$ cat src/rtl/regfile_pkg.sv
// rtl/regfile_pkg.sv - shared register file widths and writeback request type
package regfile_pkg;

    localparam int DATA_W   = 16;
    localparam int ADDR_W   = 3;
    localparam int NUM_REGS = 8;

    typedef struct packed {
        logic              valid;
        logic [ADDR_W-1:0] rd;
        logic [DATA_W-1:0] data;
    } wb_req_t;

endpackage

$ cat src/rtl/wb_starve_counter.sv
// rtl/wb_starve_counter.sv - saturating count of consecutive blocked writeback cycles
module wb_starve_counter #(
    parameter int LIMIT = 4
) (
    input  logic clk,
    input  logic rst,
    input  logic inc,
    input  logic clr,
    output logic sat
);

    localparam int CNT_W = (LIMIT < 1) ? 1 : $clog2(LIMIT + 1);
    localparam logic [CNT_W-1:0] LIMIT_C = CNT_W'(LIMIT);

    logic [CNT_W-1:0] cnt_q;
    logic [CNT_W-1:0] cnt_d;

    always_comb begin
        cnt_d = cnt_q;
        if (clr) begin
            cnt_d = '0;
        end else if (inc && (cnt_q != LIMIT_C)) begin
            cnt_d = cnt_q + CNT_W'(1);
        end
    end

    // A zero limit never saturates, so the counter stays parked at zero.
    assign sat = (LIMIT != 0) && (cnt_q == LIMIT_C);

    always_ff @(posedge clk) begin
        if (rst) begin
            cnt_q <= '0;
        end else begin
            cnt_q <= cnt_d;
        end
    end

endmodule

$ cat src/rtl/regfile_wb_arbiter.sv
// rtl/regfile_wb_arbiter.sv - arbitrates two writeback sources onto the register file write port
module regfile_wb_arbiter #(
    parameter int DATA_W        = regfile_pkg::DATA_W,
    parameter int ADDR_W        = regfile_pkg::ADDR_W,
    parameter int STARVE_LIMIT  = 4,
    parameter int ZERO_REG_LOCK = 0
) (
    input  logic              clk,
    input  logic              rst,
    input  logic              a_valid,
    output logic              a_ready,
    input  logic [ADDR_W-1:0] a_reg,
    input  logic [DATA_W-1:0] a_data,
    input  logic              b_valid,
    output logic              b_ready,
    input  logic [ADDR_W-1:0] b_reg,
    input  logic [DATA_W-1:0] b_data,
    output logic              RegWrite,
    output logic [ADDR_W-1:0] write_register,
    output logic [DATA_W-1:0] write_data,
    input  logic [ADDR_W-1:0] read_register_1,
    input  logic [ADDR_W-1:0] read_register_2,
    input  logic [DATA_W-1:0] rf_read_data_1,
    input  logic [DATA_W-1:0] rf_read_data_2,
    output logic [DATA_W-1:0] read_data_1,
    output logic [DATA_W-1:0] read_data_2,
    output logic              b_override
);

    logic              reg_write_q;
    logic              reg_write_d;
    logic [ADDR_W-1:0] write_register_q;
    logic [ADDR_W-1:0] write_register_d;
    logic [DATA_W-1:0] write_data_q;
    logic [DATA_W-1:0] write_data_d;

    logic              a_acc;
    logic              b_acc;
    logic              any_acc;
    logic [ADDR_W-1:0] grant_reg;
    logic [DATA_W-1:0] grant_data;
    logic              starve_inc;
    logic              starve_clr;

    wb_starve_counter #(
        .LIMIT (STARVE_LIMIT)
    ) u_starve (
        .clk (clk),
        .rst (rst),
        .inc (starve_inc),
        .clr (starve_clr),
        .sat (b_override)
    );

    // The ready terms are mutually exclusive when both sides are valid,
    // so at most one handshake completes per cycle.
    always_comb begin
        a_ready    = ~rst & ~(b_override & b_valid);
        b_ready    = ~rst & (~a_valid | b_override);
        a_acc      = a_valid & a_ready;
        b_acc      = b_valid & b_ready;
        any_acc    = a_acc | b_acc;
        grant_reg  = b_acc ? b_reg  : a_reg;
        grant_data = b_acc ? b_data : a_data;
        starve_inc = b_valid & ~b_ready;
        starve_clr = b_acc | ~b_valid;
    end

    always_comb begin
        reg_write_d      = any_acc && !((ZERO_REG_LOCK != 0) && (grant_reg == '0));
        write_register_d = write_register_q;
        write_data_d     = write_data_q;
        if (any_acc) begin
            write_register_d = grant_reg;
            write_data_d     = grant_data;
        end
    end

    always_ff @(posedge clk) begin
        if (rst) begin
            reg_write_q      <= 1'b0;
            write_register_q <= '0;
            write_data_q     <= '0;
        end else begin
            reg_write_q      <= reg_write_d;
            write_register_q <= write_register_d;
            write_data_q     <= write_data_d;
        end
    end

    assign RegWrite       = reg_write_q;
    assign write_register = write_register_q;
    assign write_data     = write_data_q;

    // The register file shows a write one cycle late; forward the in-flight one.
    always_comb begin
        read_data_1 = (reg_write_q && (write_register_q == read_register_1)) ? write_data_q : rf_read_data_1;
        read_data_2 = (reg_write_q && (write_register_q == read_register_2)) ? write_data_q : rf_read_data_2;
    end

endmodule

$ cat config.mk
export PLATFORM = sky130hd
export DESIGN_NAME = regfile_wb_arbiter
export DESIGN_NICKNAME = d
export VERILOG_FILES = /design/src/rtl/regfile_pkg.sv /design/src/rtl/wb_starve_counter.sv /design/src/rtl/regfile_wb_arbiter.sv
export SDC_FILE = /design/constraint.sdc
export NUM_CORES = 1
export LEC_CHECK = 0
export CAP_MARGIN = 10
export CORE_ASPECT_RATIO = 1.4
export CORE_MARGIN = 1.5
export CORE_UTILIZATION = 32
export DETAILED_ROUTE_END_ITERATION = 10
export GPL_TIMING_DRIVEN = 1
export PLACE_DENSITY = 0.87
export SLEW_MARGIN = 10
export SYNTH_ARGS = -nofsm -noshare
export SYNTH_HDL_FRONTEND = slang
export SYNTH_SLANG_ARGS = --single-unit
$ cat constraint.sdc
create_clock -name clk -period 2.4 [get_ports clk]
set_input_delay 0.72 -clock clk [delete_from_list [all_inputs] [get_ports clk]]
set_output_delay 0.72 -clock clk [all_outputs]
set_load 0.01 [all_outputs]
==> summary.md, run 1 <==
| Metric | Value |
|---|---|
| Layout cells sized above 1 | `33.33%` |
| Ys flop type | `dfxtp_1` |
| Sink Count | `23` |
| Clock buffer count from CTS | `3` |
| CP Capture Type | `output pin` |
| Most common cell in the netlist | `nand2_1` |
| Synthesized netlist cell count | `169` |
| Hold path start | `u_starve.cnt_q[0]` |
| Post-synthesis cell type count | `25` |
| Clk pin slew, worst setup/hold paths | `80 ps` |
| Synth top area cells | `dfxtp_1 29%, mux2_4 19%, nand2_1 9.6%` |
| Number of flops mapped to enable cells by yosys | `0` |
| CP Cell Sequence | `buf_6, xnor2_4, nand4_4, buf_12, buf_8, mux2_4, buf_6` |
| Delay-heaviest family, CP | `buffers and inverters` |
| Critical Path Start Type | `primary input` |
| CTS tree | `built` |
| Yosys warnings | `0` |
| Final critical-path share of the clock period | `106.5%` |
| Clock Latency Late Sink | `260 ps` |
| Row count | `30` |
| Die area | `5338 µm²` |
| CP dominant cell by count | `buf_6` |
| Outcome | `complete, but fails checks` |
| Worst Path Arrival | `1840 ps` |
| Post-DP HPWL | `4.472 mm` |
| Fraction of registers with async set/reset | `0%` |
| Setup CP Type | `in -> out` |
| Worst-path fanout max | `5` |
| Worst-margin pin slew | `765.4 ps` |
| Grt met2 use | `45.85%` |
| Initial antenna violation count | `0` |
| Final min period | `2556 ps` |
| Core area | `4767 µm²` |
| DR iter-0 viols | `84` |
| Hold Fails Final Rpt | `0` |
| Reg-to-reg endpoint | `write_data[7]` |
| DR vias | `1831` |
| RSZ-0062 raised after global routing | `true` |
| Synth cell count leaders | `40 x nand2_1, 23 x dfxtp_1, 20 x mux2_4` |
| WHS | `464.2 ps` |
| CP bufs+invs | `4` |
| Synth top area share | `29.35%` |
| End of the worst hold path | `u_starve.cnt_q[0]` |
| Grt ovf | `0` |
| R2R Path Start | `u_starve.cnt_q[0]` |
| Final instance area | `3337 µm²` |
| Syn Nets | `251` |
| Hold path cells | `1` |
| Die height | `85.85 µm` |
| Pin count of the biggest net entering global routing | `21` |
| CTS Buffer Depth | `2` |
| Cell Area, Placed | `3029 µm²` |
| Fill count | `372` |
| CP max-delay cell | `mux2_4` |
| Root Buffer | `clkbuf_8` |
| Io pins | `135` |
| # diodes | `0` |
| Iteration count of the initial detailed-routing pass | `4` |
| Die Wd | `62.18 µm` |
| Setup violations, final | `29` |
| DR DRC count | `0` |
| Post-route ant nets | `0` |
| Hold crit path type | `reg -> reg` |
| Fin. max-slew vios | `0` |
| First-pass GRT wire length | `9.397 mm` |
| Total Wirelength | `6.176 mm` |
| PwrDens | `378.3 nW/µm²` |
| P_leak | `1.382 nW` |
| FMAX | `391.3 MHz` |
| Vias in the first global route | `1884` |
| H-tree depth | `1` |
| Final setup margin | `-155.6 ps` |
| Overall Global Routing Usage | `22.54%` |
| Top Usage Layer GRT | `met2` |
| Failing checks | `setup timing` |
| Cell Area, Synth | `1569 µm²` |
| Routed length per instance | `16.43 µm` |
| Starting Density | `32.91%` |
| Layout Skew | `5.980 ps` |
| Max incr delay on CP | `300 ps` |
| Yosys reg bits | `23` |
| Synth-to-Final Area Change | `112.7%` |
| Register area share after synthesis | `29.35%` |
| Met3 Use GR | `3.543%` |
| Placer congestion estimate | `0.7867` |
| Post-layout nets | `395` |
| Port bufs | `134` |
| Worst Reg-to-Reg Cells | `5` |
| FF-to-FF setup slack | `700 ps` |
| Max cap viols | `0` |
| Post-Syn Area per Cell | `9.284 µm²` |
| Synth area leader | `dfxtp_1` |
| Met1 GRT Util | `22.52%` |
| Vias per cell | `4.870` |
| Worst EP required | `1680 ps` |
| Max VDD drop | `0.0002239 V` |
| Slew headroom | `48.97%` |
## power by group
group / leakage [nW] / switching [mW] / internal [mW]
Combinational: 1.17 / 0.187 / 0.375
Sequential: 0.192 / 0.0426 / 0.413
Clock: 0.0228 / 0.126 / 0.118
## per-stage QoR
| stage | worst slack [ps] | total power [mW] | instances | TNS (ps) | utilization [%] |
|---|---|---|---|---|---|
| 2_1_floorplan | 61.76 | 0.6391 | 169 | 0 | - |
| 4_1_cts | -176.3 | 1.274 | 377 | -4031 | 70.45 |
| 3_5_place_dp | -837.8 | 0.9531 | 367 | -27160 | 63.54 |
| 6_report | -155.6 | 1.262 | 376 | -2857 | 70.00 |
| 5_1_grt | -197.7 | 1.324 | 376 | -4026 | 70.00 |
| 3_3_place_gp | -796.6 | 0.9407 | 367 | -25650 | 63.54 |
## layout make-up
class | count | area [µm²] | area share [%]
inverter | 3 | 11.26 | 0.3375
sequential | 23 | 464.2 | 13.91
timing repair buffer | 150 | 1595 | 47.81
tap | 64 | 80.08 | 2.400
clock buffer | 4 | 45.04 | 1.350
multi-input combinational | 132 | 1141 | 34.20
## what timing repair did
item	in CTS	in global routing
pin swaps	8	6
gates cloned	2	0
endpoints found under the setup margin	34	32
hold buffers	0	0
gates resized for setup	215	4
setup buffers	4	0
## sequential cells by signal, summed over array words and instances (netlist names)
signal and count:
write_register 3, write_data 16, u_starve.cnt_q 3, RegWrite 1
## placed cells by master, fill, tap and decap left out, types with 3 or more instances in the layout
master           count
buf_12               3
clkbuf_8             3
buf_8                7
buf_4               10
clkdlybuf4s50_1     94
dfxtp_1             20
buf_6               33
nand2_1             40
nand3_1             19
dfxtp_2              3
xnor2_4              6
mux2_2              12
o211ai_1            19
inv_1                3
mux2_4              20
## per-layer routing
metal / vias up / share of wire, % / wire, µm
li1: 883 / - / -
met1: 858 / 35 / 2132
met2: 80 / 59 / 3614
met3: 10 / 4.6 / 283
met4: 0 / 2.4 / 146
met5: - / 0 / 0
## how the worst max path moves through the flow
stage | startpoint | endpoint | cells after the start
floorplan | read_register_1[1] | read_data_1[10] | 4
global placement | read_register_1[0] | read_data_1[6] | 6
detailed placement | read_register_2[1] | read_data_2[13] | 6
CTS | read_register_1[0] | read_data_1[8] | 7
global route | read_register_1[1] | read_data_1[7] | 7
finish | read_register_1[2] | read_data_1[8] | 7
## cells by family (layout without fill, tap and decap cells)
group | Yosys count | after routing | synth area share, %
buffers and inverters | 14 | 157 | 5.263
flip-flops | 23 | 23 | 29.35
AND/OR/NAND/NOR | 68 | 68 | 21.05
adder cells (fa/ha/maj) | 2 | 2 | 1.595
multiplexers | 33 | 33 | 28.39
XOR/XNOR | 6 | 6 | 3.349
AO/OA/AOI/OAI | 23 | 23 | 11.01
No activity file was read; power rests on OpenSTA's default activity.
==> run 2: changes to the inputs <==
==> constraint.sdc (replaced) <==
create_clock -name clk -period 2.4 [get_ports clk]
set_input_delay 0.72 -clock clk [delete_from_list [all_inputs] [get_ports clk]]
set_output_delay 0.72 -clock clk [all_outputs]
set_load 0.005 [all_outputs]
==> summary.md, run 2 (synthesized netlist as in run 1, its figures left out) <==
| Metric | Value |
|---|---|
| Outcome | `complete, but fails checks` |
| Failing checks | `setup timing` |
| Clock Latency Late Sink | `270 ps` |
| Vias in the first global route | `2040` |
| P_leak | `1.456 nW` |
| Hold path cells | `1` |
| CTS Buffer Depth | `2` |
| Reg-to-reg endpoint | `write_data[9]` |
| Clock buffer count from CTS | `3` |
| Max VDD drop | `0.0003275 V` |
| Final instance area | `3448 µm²` |
| Final critical-path share of the clock period | `108.1%` |
| Post-layout nets | `409` |
| Final setup margin | `-195.3 ps` |
| Overall Global Routing Usage | `24.38%` |
| Most frequent cells in the layout | `94 x clkdlybuf4s50_1, 45 x buf_6, 40 x nand2_1, 21 x mux2_4, 20 x dfxtp_1` |
| Worst-margin pin slew | `778.8 ps` |
| Setup violations, final | `32` |
| Cell Area, Placed | `3029 µm²` |
| PwrDens | `365.2 nW/µm²` |
| FMAX | `385.3 MHz` |
| First-pass GRT wire length | `10.26 mm` |
| Worst-path fanout max | `6` |
| Die height | `85.85 µm` |
| Layout cells sized above 1 | `36.20%` |
| CTS tree | `built` |
| Post-route ant nets | `0` |
| DR vias | `1950` |
| Initial antenna violation count | `0` |
| Clk pin slew, worst setup/hold paths | `80 ps` |
| Total Wirelength | `6.937 mm` |
| Die Wd | `62.18 µm` |
| Core area | `4767 µm²` |
| Worst Path Arrival | `1880 ps` |
| Final TNS setup | `-4206 ps` |
| Row count | `30` |
| Port bufs | `134` |
| Vias per cell | `5.000` |
| Slew headroom | `48.08%` |
| Final design utilization | `72.34%` |
| Io pins | `135` |
| Pin count of the biggest net entering global routing | `21` |
| Fin. max-slew vios | `0` |
| Placer congestion estimate | `0.7975` |
| Worst EP required | `1680 ps` |
| Synth-to-Final Area Change | `119.8%` |
| Leading cell type in the layout, fill and taps excluded | `clkdlybuf4s50_1` |
| Final min period | `2595 ps` |
| DR DRC count | `0` |
| FF-to-FF setup slack | `680 ps` |
| Hold Fails Final Rpt | `0` |
| Worst setup path endpoint | `read_data_1[7]` |
| Post-CTS Hold Fix Bufs | `0` |
| Grt ovf | `0` |
| Worst Reg-to-Reg Cells | `5` |
| Iteration count of the initial detailed-routing pass | `4` |
| Routed length per instance | `17.79 µm` |
| Starting Density | `32.91%` |
| Post-DP HPWL | `4.421 mm` |
| Critical Path Start | `read_register_1[0]` |
| DR iter-0 viols | `87` |
| Largest register FFs | `16` |
| CP Capture Type | `output pin` |
| Sink Count | `23` |
| H-tree depth | `1` |
| RSZ-0062 raised after global routing | `true` |
| Root Buffer | `clkbuf_8` |
| Setup CP Type | `in -> out` |
| Max cap viols | `0` |
| Hold crit path type | `reg -> reg` |
| # diodes | `0` |
| Layout Skew | `10.65 ps` |
| Critical Path Start Type | `primary input` |
| Die area | `5338 µm²` |
| R2R Path Start | `u_starve.cnt_q[0]` |
[run 2: cell count changes in the layout (fill, tap and decap cells not counted), sizes merged]
cell,delta
buf,+13
clkbuf,+1
[run 2: metal layers]
layer	vias to the layer above	GRT usage [%]	part of all wire [%]
li1	913	-	-
met1	938	24.11	35
met2	83	48.81	58
met3	16	4.068	4.6
met4	0	11.52	2.8
met5	-	0	0
[run 2: worst min path at each step]
stage / startpoint / slack (ps) / end
after CTS: u_starve.cnt_q[0] / 470 / u_starve.cnt_q[0]
final: u_starve.cnt_q[0] / 470 / u_starve.cnt_q[0]
after global placement: u_starve.cnt_q[0] / 450 / u_starve.cnt_q[0]
after floorplan: u_starve.cnt_q[0] / 430 / u_starve.cnt_q[0]
after detailed placement: u_starve.cnt_q[0] / 460 / u_starve.cnt_q[0]
after global routing: u_starve.cnt_q[0] / 510 / u_starve.cnt_q[0]
[run 2: power breakdown]
group | switching [mW] | leakage [nW] | internal (mW)
clock network | 0.132 | 0.0228 | 0.119
registers | 0.0444 | 0.192 | 0.413
logic | 0.169 | 1.24 | 0.382
[run 2: stage by stage]
step                      total power, mW  cells  hold slack, ps  worst slack, ps
after floorplan                    0.6103    169           429.1            78.23
after global placement             0.9121    367           447.3           -766.5
after detailed placement           0.9247    367           461.3           -798.0
after CTS                           1.235    390           473.6           -221.4
after global routing                1.314    390           513.0           -232.1
final                               1.259    390           466.1           -195.3
[run 2: worst max-delay path, cell delays in order]
cell       delay (ps)
buf_6             100
xnor2_4           150
nand4_4           150
clkbuf_16         200
buf_6             120
mux2_4            300
buf_6             120
[run 2: final cells by class]
| cell class | instances | area (µm²) |
|---|---|---|
| well taps | 64 | 80.08 |
| fillers | 355 | 1319 |
| flip-flops and latches | 23 | 464.2 |
| repair buffers | 164 | 1703 |
| clock buffers | 4 | 45.04 |
| inverters | 3 | 11.26 |
| multi-input cells | 132 | 1145 |
[run 2: repair_timing]
action	4_1_cts	5_1_grt
hold endpoints to repair	0	0
setup endpoints to repair	34	32
pin swaps	8	8
buffers inserted	17	0
gates resized for setup	213	12
gates cloned	2	0
==> run 3: changes to the inputs <==
- CAP_MARGIN: 10 -> 40
==> results of run 3 <==
No change in the layout: final DEF, timing and power equal those of run 2.
